**src/rtl/arp_pkg.sv**
```systemverilog
// Shared ARP definitions for the receive decoder and the reply encoder.
package arp_pkg;

  localparam logic [15:0] ARP_HTYPE_ETH  = 16'h0001;
  localparam logic [15:0] ARP_PTYPE_IPV4 = 16'h0800;
  localparam logic [15:0] ARP_OPER_REQ   = 16'd1;
  localparam logic [15:0] ARP_OPER_REPLY = 16'd2;
  localparam int          ARP_BODY_LEN   = 28;

  typedef enum logic [2:0] {
    IDLE,
    FIELDS,
    WAIT_END,
    CHECK,
    PRESENT,
    DROP
  } arp_rx_state_t;

  // Opcodes we hand to the reply/learn logic.
  function automatic logic arp_oper_ok(input logic [15:0] oper);
    return (oper == ARP_OPER_REQ) || (oper == ARP_OPER_REPLY);
  endfunction

endpackage

```
**src/rtl/arp_decode.sv**
```systemverilog
// ARP body parser: collects the 28-byte ARP body behind the MAC decoder,
// validates it once the FCS verdict arrives, and presents {oper, SHA, SPA}
// on a valid/ready port. Define ARP_STATS_EN to build the saturating
// stat_ok / stat_drop counters; otherwise both read as zero.
module arp_decode
  import arp_pkg::*;
#(
  parameter logic [31:0] IP_ADDR = 32'hC0A80164
) (
  input  logic        clk,
  input  logic        rst,
  input  logic [7:0]  rxd,
  input  logic        rx_dv,
  input  logic        arp_valid_in,
  input  logic        crc_err,
  output logic        req_valid,
  input  logic        req_ready,
  output logic [15:0] req_oper,
  output logic [47:0] req_sha,
  output logic [31:0] req_spa,
  output logic        busy,
  output logic [15:0] stat_ok,
  output logic [15:0] stat_drop
);

  arp_rx_state_t r_state, w_next;

  logic [4:0]  r_cnt;
  logic [15:0] r_htype, r_ptype, r_oper;
  logic [7:0]  r_hlen, r_plen;
  logic [47:0] r_sha;
  logic [31:0] r_spa, r_tpa;
  logic        r_avi_d;   // arp_valid_in delayed; resets high so a frame in flight at reset is skipped
  logic        r_ign;     // a frame arrived while presenting; drop it when rx_dv falls

  logic        r_req_valid;
  logic [15:0] r_req_oper;
  logic [47:0] r_req_sha;
  logic [31:0] r_req_spa;

  logic w_byte, w_start, w_shift, w_hdr_ok, w_accept, w_hs, w_drop;

  assign w_byte   = rx_dv && arp_valid_in;
  assign w_start  = w_byte && !r_avi_d;
  assign w_shift  = ((r_state == IDLE) && w_start) || ((r_state == FIELDS) && w_byte);
  assign w_hdr_ok = (r_htype == ARP_HTYPE_ETH) && (r_ptype == ARP_PTYPE_IPV4) &&
                    (r_hlen == 8'd6) && (r_plen == 8'd4) && arp_oper_ok(r_oper) &&
                    (r_tpa == IP_ADDR);
  assign w_accept = (r_state == CHECK) && !crc_err && w_hdr_ok;
  assign w_hs     = r_req_valid && req_ready;

  // State register.
  always_ff @(posedge clk) begin
    if (rst) r_state <= IDLE;
    else     r_state <= w_next;
  end

  // Next state and drop-event pulse.
  always_comb begin
    w_next = r_state;
    w_drop = 1'b0;
    case (r_state)
      IDLE:     if (w_start) w_next = FIELDS;
      FIELDS: begin
        if (!w_byte)                                w_next = DROP;
        else if (r_cnt == 5'(ARP_BODY_LEN - 1))     w_next = WAIT_END;
      end
      WAIT_END: if (!rx_dv) w_next = CHECK;
      CHECK: begin
        if (w_accept) w_next = PRESENT;
        else begin
          w_next = IDLE;
          w_drop = 1'b1;
        end
      end
      PRESENT:  if (w_hs) w_next = IDLE;
      DROP: begin
        if (!rx_dv) begin
          w_next = IDLE;
          w_drop = 1'b1;
        end
      end
      default:  w_next = IDLE;
    endcase
    if (r_ign && !rx_dv) w_drop = 1'b1;
  end

  // Byte counter and network-order field shift registers; THA is not kept.
  always_ff @(posedge clk) begin
    if (rst) begin
      r_cnt   <= '0;
      r_htype <= '0;
      r_ptype <= '0;
      r_hlen  <= '0;
      r_plen  <= '0;
      r_oper  <= '0;
      r_sha   <= '0;
      r_spa   <= '0;
      r_tpa   <= '0;
    end else if (w_shift) begin
      r_cnt <= r_cnt + 5'd1;
      if      (r_cnt < 5'd2)  r_htype <= {r_htype[7:0], rxd};
      else if (r_cnt < 5'd4)  r_ptype <= {r_ptype[7:0], rxd};
      else if (r_cnt == 5'd4) r_hlen  <= rxd;
      else if (r_cnt == 5'd5) r_plen  <= rxd;
      else if (r_cnt < 5'd8)  r_oper  <= {r_oper[7:0], rxd};
      else if (r_cnt < 5'd14) r_sha   <= {r_sha[39:0], rxd};
      else if (r_cnt < 5'd18) r_spa   <= {r_spa[23:0], rxd};
      else if (r_cnt >= 5'd24) r_tpa  <= {r_tpa[23:0], rxd};
    end else if (r_state != FIELDS) begin
      r_cnt <= '0;
    end
  end

  // Edge detect on arp_valid_in and tracking of frames ignored during PRESENT.
  always_ff @(posedge clk) begin
    if (rst) begin
      r_avi_d <= 1'b1;
      r_ign   <= 1'b0;
    end else begin
      r_avi_d <= arp_valid_in;
      if ((r_state == PRESENT) && w_byte) r_ign <= 1'b1;
      else if (!rx_dv)                    r_ign <= 1'b0;
    end
  end

  // Output message register: loaded only on accept, held until the handshake.
  always_ff @(posedge clk) begin
    if (rst) begin
      r_req_valid <= 1'b0;
      r_req_oper  <= '0;
      r_req_sha   <= '0;
      r_req_spa   <= '0;
    end else if (w_accept) begin
      r_req_valid <= 1'b1;
      r_req_oper  <= r_oper;
      r_req_sha   <= r_sha;
      r_req_spa   <= r_spa;
    end else if (w_hs) begin
      r_req_valid <= 1'b0;
    end
  end

  assign req_valid = r_req_valid;
  assign req_oper  = r_req_oper;
  assign req_sha   = r_req_sha;
  assign req_spa   = r_req_spa;
  assign busy      = (r_state != IDLE);

`ifdef ARP_STATS_EN
  logic [15:0] r_stat_ok, r_stat_drop;

  // Saturating message counters.
  always_ff @(posedge clk) begin
    if (rst) begin
      r_stat_ok   <= '0;
      r_stat_drop <= '0;
    end else begin
      if (w_hs && (r_stat_ok != 16'hFFFF))     r_stat_ok   <= r_stat_ok + 16'd1;
      if (w_drop && (r_stat_drop != 16'hFFFF)) r_stat_drop <= r_stat_drop + 16'd1;
    end
  end

  assign stat_ok   = r_stat_ok;
  assign stat_drop = r_stat_drop;
`else
  assign stat_ok   = 16'h0;
  assign stat_drop = 16'h0;
`endif

endmodule
```
**config.mk**
```make
export PLATFORM = sky130hd
export DESIGN_NAME = arp_decode
export DESIGN_NICKNAME = d
export VERILOG_FILES = /design/src/rtl/arp_pkg.sv /design/src/rtl/arp_decode.sv
export SDC_FILE = /design/constraint.sdc
export NUM_CORES = 1
export LEC_CHECK = 0
export ABC_AREA = 1
export ABC_CLOCK_PERIOD_IN_PS = 1900
export BUFFER_PORTS_ARGS = -buffer_cell sky130_fd_sc_hd__buf_2
export CORE_ASPECT_RATIO = 0.6
export CORE_MARGIN = 2
export CORE_UTILIZATION = 40
export CTS_CLUSTER_DIAMETER = 80
export DETAILED_ROUTE_END_ITERATION = 7
export PLACE_DENSITY = 0.57
export SLEW_MARGIN = 20
export SYNTH_ARGS = -nofsm -noshare
export SYNTH_HDL_FRONTEND = slang
export SYNTH_SLANG_ARGS = --single-unit
```
**constraint.sdc**
```tcl
create_clock -name clk -period 1.9 [get_ports clk]
set_input_delay 0.19 -clock clk [delete_from_list [all_inputs] [get_ports clk]]
set_output_delay 0.19 -clock clk [all_outputs]
set_load 0.005 [all_outputs]
```
==> flow_summary.toml <==
[status]
status = "completed"

[logic_synthesis]
synth.cell_area_um2 = 11500
syn_area_per_cell_um2 = 7.00
yosys_warnings = 0
synth.top_cells.by_area = "dfxtp_1 49%, nor2_1 13%, nand2_1 11%"
ys_async_sr_fraction_pct = 0
synthDominantAreaCellType = "dfxtp_1"
synth.most_common_cell = "nor2_1"
synth_common_cells = "414 x nor2_1, 339 x nand2_1, 282 x dfxtp_1"
synth_enable_flop_cells = 0
gate_count_post_synth = 1650
count_of_state_elements_after_synthesis = 282
yosys.area.top_type_share_pct = 48.9
yosysUniqueCellTypes = 30
synth-main-ff-cell = "dfxtp_1"
synth-seq-area-share_pct = 48.9

[setup_path]
worst-endpoint-arrival_ps = 2220
timing.critical_path.max_delay_family = "simple AND/OR/NAND/NOR gates"
worst_path_required_time_ps = 2340
crit_path_top_delay_cell = "dfxtp_1"
crit_path_max_incr_delay_ps = 360
cells_along_the_critical_path = "nor2_4 -> nand2_1 -> nor2_2 -> nor2_4 -> nor2_8 -> nand4_4 -> buf_12 -> nor2_1 -> nor2_1"
crit_fanout = 36
critPathCaptureType = "flip-flop"
timing.setup.critical_path_class = "flip-flop to flip-flop"
timing.critical_path.buf_inv = 1
start_kind = "flip-flop"

[global_routing]
grt_overflow_total = 0
grt_start_max_net_pins = 65
groute.usage.overall_pct = 18.9
initial_antenna_violation_count = 0
vias_in_the_first_global_route = 8870
grt_pass1_wl_um = 46600

[job]
max-cap-violations = 0

[timing]
period_minus_slack_ps = 1780
slew_violations = 0
setup_violations = 0
grt_setup_unrepaired = "false"
clock-skew-final_ps = 12.8
final_total_negative_setup_slack_ps = 0
hold_slack_ps = 50.2
fmax_ghz = 0.560
final.setup.worst_slack_ps = 115
layout_worst_path_cycle_share_pct = 93.9
final_hold_viol_count = 0

[detailed_routing]
routed_wl_um = 29000
drt_drc_violations_left = 0
drt-vias-per-instance = 4.64
drt_iter0_markers = 671
drt.antenna.violating_nets = 0
dr_pass1_iterations = 5
dr_wl_cell_um = 13.5
routed-via-count = 9962

[power_and_ir_drop]
power.share.sequential_pct = 50.6
internal-power_mw = 9.10
power_leakage_nw = 6.64
power.ir.vdd_worst_mv = 0.569
p_sw_mw = 2.86
power-per-cell-area_nw_per_um2 = 879
clockPowerShare_pct = 43.1
report.power.total_mw = 12.0
switching_share_pct = 23.9
p_comb_share_pct = 6.3

[layout]
layout-drive-gt1-share_pct = 13.0
area_growth_pct = 17.8
num-nets-final = 1770
antenna_cells = 0
final_cell_count_no_fill = 2149
final.fill_count = 2953

[die]
dieHeight_um = 136
die-area_um2 = 30300
floorplan.die.width_um = 223
core_area_um2 = 28600
effective_utilization_at_floorplan_pct = 40.4
placement_rows = 48
design.portCount = 144

[place]
place_inst = 2096
routabilityCongestion = 0.792
numPortBuffers = 111
dp_hpwl_um = 19600
placement.setup.worst_slack_ps = 89.7

[clock_network]
clk_latency_ps = 550
post_cts_buffers = 0
cts_htree_levels = 1
root_buffer = "clkbuf_16"
clock_tree_from_tritoncts = "done"
numCtsBuffers = 27
max-clock-path-buffers = 3
path_clk_slew_ps = 60
tritoncts_num_sinks = 282

[min_path]
timing.hold.worst.class = "input port to flip-flop"
## per-layer routing
metal  up-vias  track usage [%]  wire length (um)  part of all wire, %
met4         0             3.37               446                  1.5
li1       5226                -                 -                    -
met5         -                0                 0                    0
met1      4531             30.6             16000                   55
met3        32             3.86              1470                  5.1
met2       173             25.2             11100                   38
## stage by stage
step / util, % / cell area, um2
after global routing: 47.6 / 13600
final: 47.6 / 13600
after global placement: 44.3 / 12700
after detailed placement: 44.3 / 12700
after floorplan: - / 11700
after CTS: 47.3 / 13500
## timing repair
action,CTS,global route
resized for setup,0,16
endpoints found under the hold margin,3,0
hold buffers,3,0
setup endpoints to repair,0,149
## final cells by class
type | instances | area, um2 | share of cell area (%)
clock buffers | 41 | 748 | 5.50
clock inverters | 8 | 72.6 | 0.534
inverters | 162 | 618 | 4.55
multi-input cells | 1106 | 4730 | 34.8
flip-flops and latches | 282 | 5650 | 41.5
well taps | 375 | 469 | 3.45
repair buffers | 175 | 1310 | 9.66
## power by group through the flow
stage / clock [mW] / combinational (mW) / sequential [mW]
2_1_floorplan: 0 / 0.518 / 6.17
3_3_place_gp: 0 / 0.721 / 6.18
3_5_place_dp: 0 / 0.726 / 6.18
4_1_cts: 5.30 / 0.733 / 6.05
5_1_grt: 5.56 / 0.847 / 6.06
6_report: 5.15 / 0.755 / 6.05
## final timing paths
check	from	end	slack (ps)	depth (start not counted)
worst max-delay path	r_state[2]	r_sha[36]	120	9
worst min-delay path	rxd[6]	r_sha[6]	50	3
worst max register to register	r_state[2]	r_sha[36]	120	9
worst min register to register	r_oper[13]	r_oper[13]	450	2
## placed cells by master, fill, tap and decap left out, types with 5 or more instances in the layout
master and instances:
nor2_2 6, nand2_1 338, buf_4 37, nor2_1 406, nand3_1 138, clkinv_2 5
buf_12 19, clkbuf_1 12, a21oi_1 82, dfxtp_1 281, inv_1 159, nor2_4 5
clkbuf_16 28, nand4_1 24, conb_1 32, buf_2 111, o21ai_0 56
## logic make-up after synthesis
kind of cell / Yosys count / synth area share, %
xor gates and xnor gates: 2 / 0.152
and+or+nand+nor: 929 / 33.0
AOI/OAI and AO/OA: 141 / 6.18
buffers and inverters: 293 / 11.5
other: 1 / 0.0325
DFF: 282 / 48.9
adders and majority gates: 2 / 0.217
## worst min-delay path, cell delays in order
cell and delay [ps]:
buf_2 190, nor2_1 130, nor2_1 50
## registers in the layout (all words and copies together) (netlist names)
| name | cells |
|---|---|
| r_plen | 8 |
| req_valid | 1 |
| r_oper | 16 |
| r_tpa | 32 |
| r_sha | 48 |
| r_avi_d | 1 |
| r_htype | 16 |
| req_oper | 16 |
| req_sha | 48 |
| r_cnt | 5 |
| r_state | 3 |
| r_hlen | 8 |
| req_spa | 32 |
| r_ptype | 16 |
| r_spa | 32 |
Power figures use the tool's default switching activity.
